<file path="src/rtl/dds_multi_channel_gen_if.sv">
// Channel-addressed configuration bus and per-channel sample outputs for dds_multi_channel_gen.
interface dds_multi_channel_gen_if #(
    parameter int CH_NUM = 2,
    parameter int DATA_W = 14
);
    logic                       i_cfg_vld;
    logic [2:0]                 i_cfg_ch;
    logic [2:0]                 i_cfg_addr;
    logic [31:0]                i_cfg_data;
    logic                       i_commit;
    logic                       i_sync;
    logic [CH_NUM-1:0]          o_dds_vld;
    logic [CH_NUM*DATA_W-1:0]   o_dds_data;

    modport master (
        output i_cfg_vld, i_cfg_ch, i_cfg_addr, i_cfg_data, i_commit, i_sync,
        input  o_dds_vld, o_dds_data
    );

    modport slave (
        input  i_cfg_vld, i_cfg_ch, i_cfg_addr, i_cfg_data, i_commit, i_sync,
        output o_dds_vld, o_dds_data
    );
endinterface

</file>
<file path="src/rtl/dds_multi_channel_gen.sv">
// Multi-channel DDS: per-channel accumulator, waveform, gain, offset and saturation with shadow/active config.
// Optional frequency sweep (registers 6/7) is built only when DDS_SWEEP_EN is defined.
module dds_multi_channel_gen #(
    parameter int CH_NUM = 2,
    parameter int ACC_W  = 32,
    parameter int PW_W   = 12,
    parameter int DATA_W = 14,
    parameter int AMP_W  = 12
) (
    input  logic                   i_clk,
    input  logic                   i_rst,
    dds_multi_channel_gen_if.slave bus
);
    localparam logic [2:0] MODE_SAW   = 3'd1;
    localparam logic [2:0] MODE_TRI   = 3'd2;
    localparam logic [2:0] MODE_PULSE = 3'd3;
    localparam logic [2:0] MODE_DC    = 3'd4;

    localparam int SW = DATA_W + 2;
    localparam int PW = DATA_W + AMP_W + 1;

    localparam logic signed [DATA_W-1:0] POS_FS = {1'b0, {(DATA_W-1){1'b1}}};
    localparam logic signed [DATA_W-1:0] NEG_FS = {1'b1, {(DATA_W-1){1'b0}}};
    localparam logic [DATA_W-1:0]        MID    = {1'b1, {(DATA_W-1){1'b0}}};

    genvar k;
    generate
        for (k = 0; k < CH_NUM; k++) begin : g_ch
            logic                     wr_en;
            logic                     sh_run, act_run;
            logic [2:0]               sh_mode, act_mode;
            logic [ACC_W-1:0]         sh_fword, act_fword, cur_fword;
            logic [PW_W-1:0]          sh_pword, act_pword;
            logic [9:0]               sh_duty, act_duty;
            logic [AMP_W-1:0]         sh_amp, act_amp;
            logic signed [DATA_W-1:0] sh_offset, act_offset;
            logic [ACC_W-1:0]         acc;

            logic [DATA_W:0]          ph_top;
            logic [DATA_W-1:0]        t, u, v;
            logic signed [DATA_W-1:0] raw_c;
            logic                     vld_c;

            logic signed [DATA_W-1:0] raw_q, off_q1, off_q2;
            logic [AMP_W-1:0]         amp_q;
            logic signed [PW-1:0]     prod;
            logic signed [SW-1:0]     scaled_c, scaled_q;
            logic signed [SW:0]       sum_c;
            logic signed [DATA_W-1:0] sat_c;
            logic [DATA_W-1:0]        lane_c, lane_q;
            logic                     vld_q1, vld_q2, vld_q3;

            assign wr_en = bus.i_cfg_vld && (bus.i_cfg_ch == 3'(k));

            // Commit copies the pre-write shadow: a same-cycle write lands in shadow only.
            always_ff @(posedge i_clk or posedge i_rst) begin
                if (i_rst) begin
                    sh_run     <= 1'b0;  act_run    <= 1'b0;
                    sh_mode    <= '0;    act_mode   <= '0;
                    sh_fword   <= '0;    act_fword  <= '0;
                    sh_pword   <= '0;    act_pword  <= '0;
                    sh_duty    <= '0;    act_duty   <= '0;
                    sh_amp     <= '0;    act_amp    <= '0;
                    sh_offset  <= '0;    act_offset <= '0;
                end else begin
                    if (bus.i_commit) begin
                        act_run    <= sh_run;
                        act_mode   <= sh_mode;
                        act_fword  <= sh_fword;
                        act_pword  <= sh_pword;
                        act_duty   <= sh_duty;
                        act_amp    <= sh_amp;
                        act_offset <= sh_offset;
                    end
                    if (wr_en) begin
                        case (bus.i_cfg_addr)
                            3'd0: begin
                                sh_run  <= bus.i_cfg_data[3];
                                sh_mode <= bus.i_cfg_data[2:0];
                            end
                            3'd1:    sh_fword  <= bus.i_cfg_data[ACC_W-1:0];
                            3'd2:    sh_pword  <= bus.i_cfg_data[PW_W-1:0];
                            3'd3:    sh_duty   <= bus.i_cfg_data[9:0];
                            3'd4:    sh_amp    <= bus.i_cfg_data[AMP_W-1:0];
                            3'd5:    sh_offset <= bus.i_cfg_data[DATA_W-1:0];
                            default: ;
                        endcase
                    end
                end
            end

`ifdef DDS_SWEEP_EN
            logic [ACC_W-1:0] sh_step, act_step, sh_stop, act_stop;
            logic [ACC_W:0]   fw_next;

            assign fw_next = {1'b0, cur_fword} + {1'b0, act_step};

            always_ff @(posedge i_clk or posedge i_rst) begin
                if (i_rst) begin
                    sh_step  <= '0;  act_step <= '0;
                    sh_stop  <= '0;  act_stop <= '0;
                end else begin
                    if (bus.i_commit) begin
                        act_step <= sh_step;
                        act_stop <= sh_stop;
                    end
                    if (wr_en && bus.i_cfg_addr == 3'd6) sh_step <= bus.i_cfg_data[ACC_W-1:0];
                    if (wr_en && bus.i_cfg_addr == 3'd7) sh_stop <= bus.i_cfg_data[ACC_W-1:0];
                end
            end

            // The live sweep word restarts from the committed start fword on commit, sync or overrun.
            always_ff @(posedge i_clk or posedge i_rst) begin
                if (i_rst) begin
                    cur_fword <= '0;
                end else if (bus.i_commit) begin
                    cur_fword <= sh_fword;
                end else if (bus.i_sync) begin
                    cur_fword <= act_fword;
                end else if (act_run && act_step != '0) begin
                    cur_fword <= (fw_next > {1'b0, act_stop}) ? act_fword : fw_next[ACC_W-1:0];
                end
            end
`else
            assign cur_fword = act_fword;
`endif

            always_ff @(posedge i_clk or posedge i_rst) begin
                if (i_rst) begin
                    acc <= '0;
                end else if (bus.i_sync) begin
                    acc <= '0;
                end else if (act_run) begin
                    acc <= acc + cur_fword;
                end
            end

            // Only the top DATA_W+1 phase bits feed the waveform; the shift keeps the whole sum in use.
            assign ph_top = (DATA_W+1)'((acc + {act_pword, {(ACC_W-PW_W){1'b0}}}) >> (ACC_W-DATA_W-1));
            assign t      = ph_top[DATA_W:1];
            assign u      = ph_top[DATA_W-1:0];
            assign v      = ph_top[DATA_W] ? ~u : u;

            always_comb begin
                raw_c = '0;
                if (act_run) begin
                    case (act_mode)
                        MODE_SAW:   raw_c = {~t[DATA_W-1], t[DATA_W-2:0]};
                        MODE_TRI:   raw_c = {~v[DATA_W-1], v[DATA_W-2:0]};
                        MODE_PULSE: raw_c = (ph_top[DATA_W -: 10] < act_duty) ? POS_FS : NEG_FS;
                        default:    raw_c = '0;
                    endcase
                end
            end

            assign vld_c = act_run && (act_mode != 3'd0) && (act_mode <= MODE_DC);

            assign prod     = PW'(raw_q) * PW'($signed({1'b0, amp_q}));
            assign scaled_c = SW'(prod >>> (AMP_W-1));
            assign sum_c    = (SW+1)'(scaled_q) + (SW+1)'(off_q2);

            always_comb begin
                sat_c = DATA_W'(sum_c);
                if (sum_c > (SW+1)'(POS_FS)) begin
                    sat_c = POS_FS;
                end else if (sum_c < (SW+1)'(NEG_FS)) begin
                    sat_c = NEG_FS;
                end
            end

            assign lane_c = {~sat_c[DATA_W-1], sat_c[DATA_W-2:0]};

            // Gain, offset and run travel with their sample so config changes stay 3-clock aligned.
            always_ff @(posedge i_clk or posedge i_rst) begin
                if (i_rst) begin
                    raw_q    <= '0;
                    amp_q    <= '0;
                    off_q1   <= '0;
                    vld_q1   <= 1'b0;
                    scaled_q <= '0;
                    off_q2   <= '0;
                    vld_q2   <= 1'b0;
                    lane_q   <= MID;
                    vld_q3   <= 1'b0;
                end else begin
                    raw_q    <= raw_c;
                    amp_q    <= act_amp;
                    off_q1   <= act_offset;
                    vld_q1   <= vld_c;
                    scaled_q <= scaled_c;
                    off_q2   <= off_q1;
                    vld_q2   <= vld_q1;
                    lane_q   <= lane_c;
                    vld_q3   <= vld_q2;
                end
            end

            assign bus.o_dds_data[k*DATA_W +: DATA_W] = lane_q;
            assign bus.o_dds_vld[k]                   = vld_q3;
        end
    endgenerate
endmodule
</file>
<file path="src/flat_wrapper.sv">
// flat-port wrapper written by rule: the top's interface ports become plain ports
module dds_multi_channel_gen_flat 
#(
    parameter int CH_NUM = 2,
    parameter int ACC_W  = 32,
    parameter int PW_W   = 12,
    parameter int DATA_W = 14,
    parameter int AMP_W  = 12
)
  (i_clk, i_rst, bus_i_cfg_vld, bus_i_cfg_ch, bus_i_cfg_addr, bus_i_cfg_data, bus_i_commit, bus_i_sync, bus_o_dds_vld, bus_o_dds_data);
  dds_multi_channel_gen_if #(.CH_NUM(CH_NUM), .DATA_W(DATA_W)) bus_i ();
  input  logic i_clk;
  input  logic i_rst;
  input wire logic [$bits(bus_i.i_cfg_vld)-1:0] bus_i_cfg_vld;
  input wire logic [$bits(bus_i.i_cfg_ch)-1:0] bus_i_cfg_ch;
  input wire logic [$bits(bus_i.i_cfg_addr)-1:0] bus_i_cfg_addr;
  input wire logic [$bits(bus_i.i_cfg_data)-1:0] bus_i_cfg_data;
  input wire logic [$bits(bus_i.i_commit)-1:0] bus_i_commit;
  input wire logic [$bits(bus_i.i_sync)-1:0] bus_i_sync;
  output wire logic [$bits(bus_i.o_dds_vld)-1:0] bus_o_dds_vld;
  output wire logic [$bits(bus_i.o_dds_data)-1:0] bus_o_dds_data;
  assign bus_i.i_cfg_vld = bus_i_cfg_vld;
  assign bus_i.i_cfg_ch = bus_i_cfg_ch;
  assign bus_i.i_cfg_addr = bus_i_cfg_addr;
  assign bus_i.i_cfg_data = bus_i_cfg_data;
  assign bus_i.i_commit = bus_i_commit;
  assign bus_i.i_sync = bus_i_sync;
  assign bus_o_dds_vld = bus_i.o_dds_vld;
  assign bus_o_dds_data = bus_i.o_dds_data;
  dds_multi_channel_gen #(.CH_NUM(CH_NUM), .ACC_W(ACC_W), .PW_W(PW_W), .DATA_W(DATA_W), .AMP_W(AMP_W)) u_core (.i_clk(i_clk), .i_rst(i_rst), .bus(bus_i));
endmodule
</file>
<file path="config.mk">
export PLATFORM = sky130hd
export DESIGN_NAME = dds_multi_channel_gen_flat
export DESIGN_NICKNAME = d
export VERILOG_FILES = /design/src/rtl/dds_multi_channel_gen_if.sv /design/src/rtl/dds_multi_channel_gen.sv /design/src/flat_wrapper.sv
export SDC_FILE = /design/constraint.sdc
export NUM_CORES = 2
export LEC_CHECK = 0
export BUFFER_PORTS_ARGS = -buffer_cell sky130_fd_sc_hd__clkbuf_2
export CORE_MARGIN = 4
export CORE_UTILIZATION = 60
export CTS_BUF_LIST = sky130_fd_sc_hd__clkbuf_4 sky130_fd_sc_hd__clkbuf_8
export CTS_CLUSTER_SIZE = 40
export DETAILED_ROUTE_END_ITERATION = 8
export PLACE_DENSITY_LB_ADDON = 0.15
export SYNTH_ARGS = -nofsm -noshare
export SYNTH_HDL_FRONTEND = slang
export SYNTH_SLANG_ARGS = --single-unit
</file>
<file path="constraint.sdc">
create_clock -name i_clk -period 17.84 [get_ports i_clk]
set_input_delay 0.892 -clock i_clk [delete_from_list [all_inputs] [get_ports i_clk]]
set_output_delay 0.892 -clock i_clk [all_outputs]
set_load 0.005 [all_outputs]
</file>
# Yosys cells after proc, flatten, opt, wreduce, memory -nomap -nowiden
# Cells that the tools add are included.
[totals]
ff_bits = 574
inputBits = 43
out_inout_bits = 30
[op_classes]
multipliers = 2
addsub = 6
n_eq_ne = 12
order_cmp = 8
n_reduce_logical = 24
n_mux = 16
n_bitwise = 8
[op_table]
columns = ["operator", "n"]
rows = [
  ["2-to-1 mux 14 bit", 10],
  ["adder 32 bit", 4],
  ["2-to-1 mux 32 bit", 4],
  ["one-hot mux 14 bit (3 select lines)", 2],
  ["multiplier 14 x 13 -> 27 bit", 2],
  ["adder 16 x 14 -> 17 bit", 2],
  ["> comparator 17 x 14 -> 1 bit (second input constant)", 2],
  ["< comparator 17 x 14 -> 1 bit (second input constant)", 2],
  ["inverter 14 bit", 2],
  ["AND reduction 2 bit", 12],
  ["< comparator 10 bit", 2],
  ["== test 3 x 2 -> 1 bit (second input constant)", 6],
  ["== test 3 x 1 -> 1 bit (second input constant)", 4],
  ["== test 3 bit (second input constant)", 2],
  ["<= comparator 3 bit (second input constant)", 2],
  ["logical AND 1 bit", 6],
  ["zero test 3 bit", 2],
  ["inverter 1 bit", 6],
  ["nonzero test 3 bit", 2],
  ["nonzero test 2 bit", 2],
]

# Depth between registers and ports, before layout
[logic_depth]
depth_word = 6
depth_mapped = 22
depth_no_buf = 21

# Least setup slack after synthesis
# Ideal clock, no wire load.
[synth_path]
path_type = "register -> register"
from = "reg u_core.g_ch[1].raw_q[11]"
to = "reg u_core.g_ch[1].scaled_q[15]"
arrival_time_ns = 5.274
stages_incl_launch_ff = 22
setup_slack_ns = 12.441
setup_time_ns = 0.125
period_less_slack_ns = 5.399
cell_sequence = "dfrtp_1 clkbuf_1 and2_1 fa_1 inv_1 fa_1 inv_1 fa_1 fa_1 inv_1 fa_1 inv_1 ha_1 or3_1 a211oi_1 a21boi_1 o211ai_1 a21oi_2 o211ai_1 a211oi_1 o21bai_1 xnor2_1"
[synth_between]
elab_chain_len = 1
[synth_lines]
columns = ["item", "line", "rtl"]
rows = [
  ["start, declared", "dds_multi_channel_gen.sv:44", "logic signed [DATA_W-1:0] raw_q, off_q1, off_q2;"],
  ["start signal, assigned", "dds_multi_channel_gen.sv:186", "raw_q <= raw_c;"],
  ["multiplier 14 x 13 -> 27 bit", "dds_multi_channel_gen.sv:158", "assign prod = PW'(raw_q) * PW'($signed({1'b0, amp_q}));"],
  ["net u_core.g_ch[1].prod[26]", "dds_multi_channel_gen.sv:46", "logic signed [PW-1:0] prod;"],
  ["end signal, assigned", "dds_multi_channel_gen.sv:190", "scaled_q <= scaled_c;"],
  ["end, declared", "dds_multi_channel_gen.sv:47", "logic signed [SW-1:0] scaled_c, scaled_q;"],
]
# The timed path passes the listed nets, and every way through them passes these cells.
# A chain may end at the register's enable or synchronous reset.

# Worst setup path in the final report
[layout_path]
from = "reg u_core.g_ch[0].amp_q[2]"
to = "reg u_core.g_ch[0].scaled_q[14]"
[layout_between]
elab_chain_len = 1
[layout_lines]
columns = ["item", "line", "rtl"]
rows = [
  ["start, declared", "dds_multi_channel_gen.sv:45", "logic [AMP_W-1:0] amp_q;"],
  ["start signal, assigned", "dds_multi_channel_gen.sv:187", "amp_q <= act_amp;"],
  ["multiplier 14 x 13 -> 27 bit", "dds_multi_channel_gen.sv:158", ""],
  ["net u_core.g_ch[0].prod[25]", "dds_multi_channel_gen.sv:46", ""],
  ["end signal, assigned", "dds_multi_channel_gen.sv:190", ""],
  ["end, declared", "dds_multi_channel_gen.sv:47", ""],
]
# The timed path passes the listed nets, and every way through them passes these cells.

==> metrics.md <==
| Metric | Value |
|---|---|
| Starting Density | `0.611` |
| Yosys warnings | `0` |
| Fmax | `0.165 GHz` |
| Sink Count | `574` |
| Die width | `262 um` |
| Unrepaired setup endpoints after global routing | `false` |
| Period utilization | `0.340` |
| Hold_sp | `u_core.g_ch[1].off_q1[2]` |
| Most used DFF post-synth | `dfrtp_1` |
| Drt via density | `5.58` |
| Area leader, netlist | `dfrtp_1` |
| PortBufs | `72` |
| Setup Fix Bufs, Post-CTS | `0` |
| Post-synth EDFFs | `0` |
| Fillers | `4974` |
| Power per cell area | `85.7 nW/um2` |
| Std-Cell Core Area | `63500 um2` |
| Crit path capture type | `flop` |
| Setup CP Type | `flop to flop` |
| Number of global-route vias before repair | `27029` |
| Startpoint types | `flop` |
| DRC viols | `0` |
| Htree depth | `3` |
| Max Root-Sink Buffers | `3` |
| Pre-CTS setup slack | `11.82 ns` |
| Synth unique cells | `96` |
| Nets | `4236` |
| MaxCap Viol Count | `0` |
| Synth top area share | `0.369` |
| Cell Rows | `92` |
| DR pass1 iterations | `5` |
| Clock latency at the later pin of the worst-skew pair | `0.71 ns` |
| Leak pwr | `21.6 nW` |
| Status | `finished clean` |
| Worst EP arrival | `6.60 ns` |
| Final worst clock skew | `0.0488 ns` |
| Die Height | `262 um` |
| Full die area | `68800 um2` |
| Max Slew Vio Count | `0` |
| Post-synth ARST share | `1.00` |
| CTS Root Cell | `clkbuf_8` |
| Peak VDD IR | `0.0000677 V` |
| Area of the mapped netlist | `38800 um2` |
| DRT antenna net count | `0` |
| Initial antenna violation count | `6` |
| Final min period | `6.06 ns` |
| CTS tree | `done` |
| Clock-pin slew on the worst setup and hold paths | `0.06 ns` |
| Slew HR | `0.121` |
| Top-Level Pins | `73` |
| Post-Synthesis Net Count | `4184` |
| Grt total ovfl | `0` |
| Synth top area cells | `dfrtp_1 (37%), fa_1 (16%), mux2_2 (9.1%)` |
| Detail Placement HPWL | `63100 um` |
| Cts bufs inserted | `97` |
| Total routed wirelength | `85400 um` |
| Syn avg cell area | `10.9 um2` |
| Sequential share of the synthesized area | `0.370` |
| Required time worst endpoint | `18.38 ns` |
| Number of gates resized after CTS | `0` |
| Hold Vio Cnt, Final | `0` |
| Routed WL per cell | `18.8 um` |
| All-layer global routing usage | `0.253` |
| Routed vias | `25351` |
| Setup crit start | `u_core.g_ch[0].amp_q[2]` |
| Post-CTS Hold Buffers | `0` |
| Slew @ Worst Pin | `1.30 ns` |
| Setup TNS | `0 ns` |
| Final setup fails | `0` |
| First-pass GRT wire length | `142000 um` |
| Cells after synthesis | `3569` |
| Reg2Reg Launch Point | `u_core.g_ch[0].amp_q[2]` |
| Share of layout cells above drive strength 1 | `0.172` |
| Hold Path Class | `flop to flop` |
| Number of synthesized register bits | `574` |
| Layout overhead on the synthesized area | `8.13%` |
| GPL Wtd Cong | `0.878` |
| Final setup margin | `11.78 ns` |
| Largest net degree at the start of global routing | `140` |
| Critical-path maximum fanout | `14` |
| Initial DRC count | `1462` |
power breakdown:
| part | switching, W | internal [W] |
|---|---|---|
| Combinational | 0.000371 | 0.000309 |
| Clock | 0.000551 | 0.000730 |
| Sequential | 0.000146 | 0.00149 |
cell type report:
type / count / area (um2) / share of cell area
inverter: 526 / 1980 / 0.0472
sequential: 574 / 14400 / 0.342
clock inverter: 25 / 295 / 0.00703
timing repair buffer: 89 / 494 / 0.0118
antenna: 1 / 2.50 / 0.0000596
multi-input combinational: 2333 / 21900 / 0.522
clock buffer: 146 / 1860 / 0.0443
tap: 846 / 1060 / 0.0252
critical path: stages, from the launching register on:
cell      delay, ns
dfrtp_1        0.58
and2_1         0.24
inv_1          0.07
fa_1           0.55
fa_1           0.43
inv_1          0.35
fa_1           0.52
fa_1           0.54
inv_1          0.05
fa_1           0.47
inv_1          0.04
ha_1           0.34
a21oi_1        0.23
o21ai_0        0.17
a21oi_1        0.20
nor3b_1        0.32
a211oi_1       0.17
nor3_1         0.37
o21bai_1       0.14
xor2_1         0.15
logic make-up after synthesis:
logic type	Yosys count	share of synthesized area
compound gates	495	0.0846
fa+ha+maj	572	0.246
buf+inv	662	0.0655
simple gates	765	0.0987
mux	355	0.102
flops	574	0.370
xor+xnor	146	0.0331
sequential cells by signal, indices dropped and copies added (netlist names), 6 cells and up:
name                    cells
u_core.g_ch.acc            64
u_core.g_ch.act_amp        24
u_core.g_ch.act_duty       20
u_core.g_ch.act_fword      64
u_core.g_ch.act_mode        6
u_core.g_ch.act_offset     28
u_core.g_ch.act_pword      24
u_core.g_ch.amp_q          24
u_core.g_ch.lane_q         28
u_core.g_ch.off_q1         28
u_core.g_ch.off_q2         28
u_core.g_ch.raw_q          28
u_core.g_ch.scaled_q       32
u_core.g_ch.sh_amp         24
u_core.g_ch.sh_duty        20
u_core.g_ch.sh_fword       64
u_core.g_ch.sh_mode         6
u_core.g_ch.sh_offset      28
u_core.g_ch.sh_pword       24
cells in the mapped netlist, drive strengths merged (24+ instances only):
| cell type | count |
|---|---|
| dfrtp | 572 |
| inv | 525 |
| fa | 320 |
| mux2 | 316 |
| nand2 | 253 |
| ha | 252 |
| and2 | 184 |
| a21oi | 147 |
| nor2 | 128 |
| o21ai | 121 |
| clkbuf | 111 |
| xnor2 | 99 |
| xor2 | 47 |
| mux2i | 39 |
| a21o | 37 |
| nand3 | 36 |
| nor3 | 33 |
| o22ai | 29 |
| o21a | 26 |
| buf | 24 |
final timing paths:
| check | endpoint | slack, ns | depth (start not counted) |
|---|---|---|---|
| worst max-delay path | u_core.g_ch[0].scaled_q[14] | 11.78 | 19 |
| worst min-delay path | u_core.g_ch[1].off_q2[2] | 0.34 | 0 |
| worst max register to register | u_core.g_ch[0].scaled_q[14] | 11.78 | 19 |
| worst min register to register | u_core.g_ch[1].off_q2[2] | 0.34 | 0 |
| max in group asynchronous | u_core.g_ch[1].lane_q[10] | 14.17 | 5 |
| min in group asynchronous | u_core.g_ch[1].sh_pword[2] | 0.36 | 2 |
through the flow:
step / area (um2) / instances / util / total power (W) / hold slack, ns
floorplan: 38800 / 3569 / - / 0.00214 / 0.331
global placement: 39800 / 4368 / 0.627 / 0.00230 / 0.334
detailed placement: 39800 / 4368 / 0.627 / 0.00234 / 0.335
CTS: 42000 / 4539 / 0.661 / 0.00364 / 0.346
global route: 42000 / 4540 / 0.661 / 0.00380 / 0.356
finish: 42000 / 4540 / 0.661 / 0.00360 / 0.344
placed cells by master, fill, tap and decap left out, types with 18 or more instances in the layout:
cell | synthesis | final
a211oi_1 | 20 | 20
and2_1 | 183 | 183
clkbuf_8 | 0 | 122
or3_1 | 18 | 18
o22ai_1 | 29 | 29
ha_1 | 252 | 252
nor2b_1 | 19 | 19
a21o_1 | 37 | 37
a21oi_1 | 140 | 140
mux2_2 | 314 | 314
clkbuf_2 | 1 | 71
clkbuf_4 | 0 | 24
fa_1 | 320 | 320
dfrtp_1 | 572 | 571
nand3_1 | 36 | 36
o21ai_0 | 101 | 101
nor3_1 | 33 | 31
xor2_1 | 47 | 47
mux2i_1 | 39 | 39
nand2_1 | 253 | 253
xnor2_1 | 98 | 98
nor2_1 | 128 | 128
inv_1 | 525 | 524
o21a_1 | 25 | 25
per-layer routing:
metal,GRT usage,up-vias,part of all wire
li1,-,11812,-
met1,0.360,12864,0.46
met2,0.410,520,0.47
met3,0.0396,145,0.044
met4,0.0678,10,0.024
met5,0,-,0.00081
Note: power is estimated with default switching activity, not from simulation.
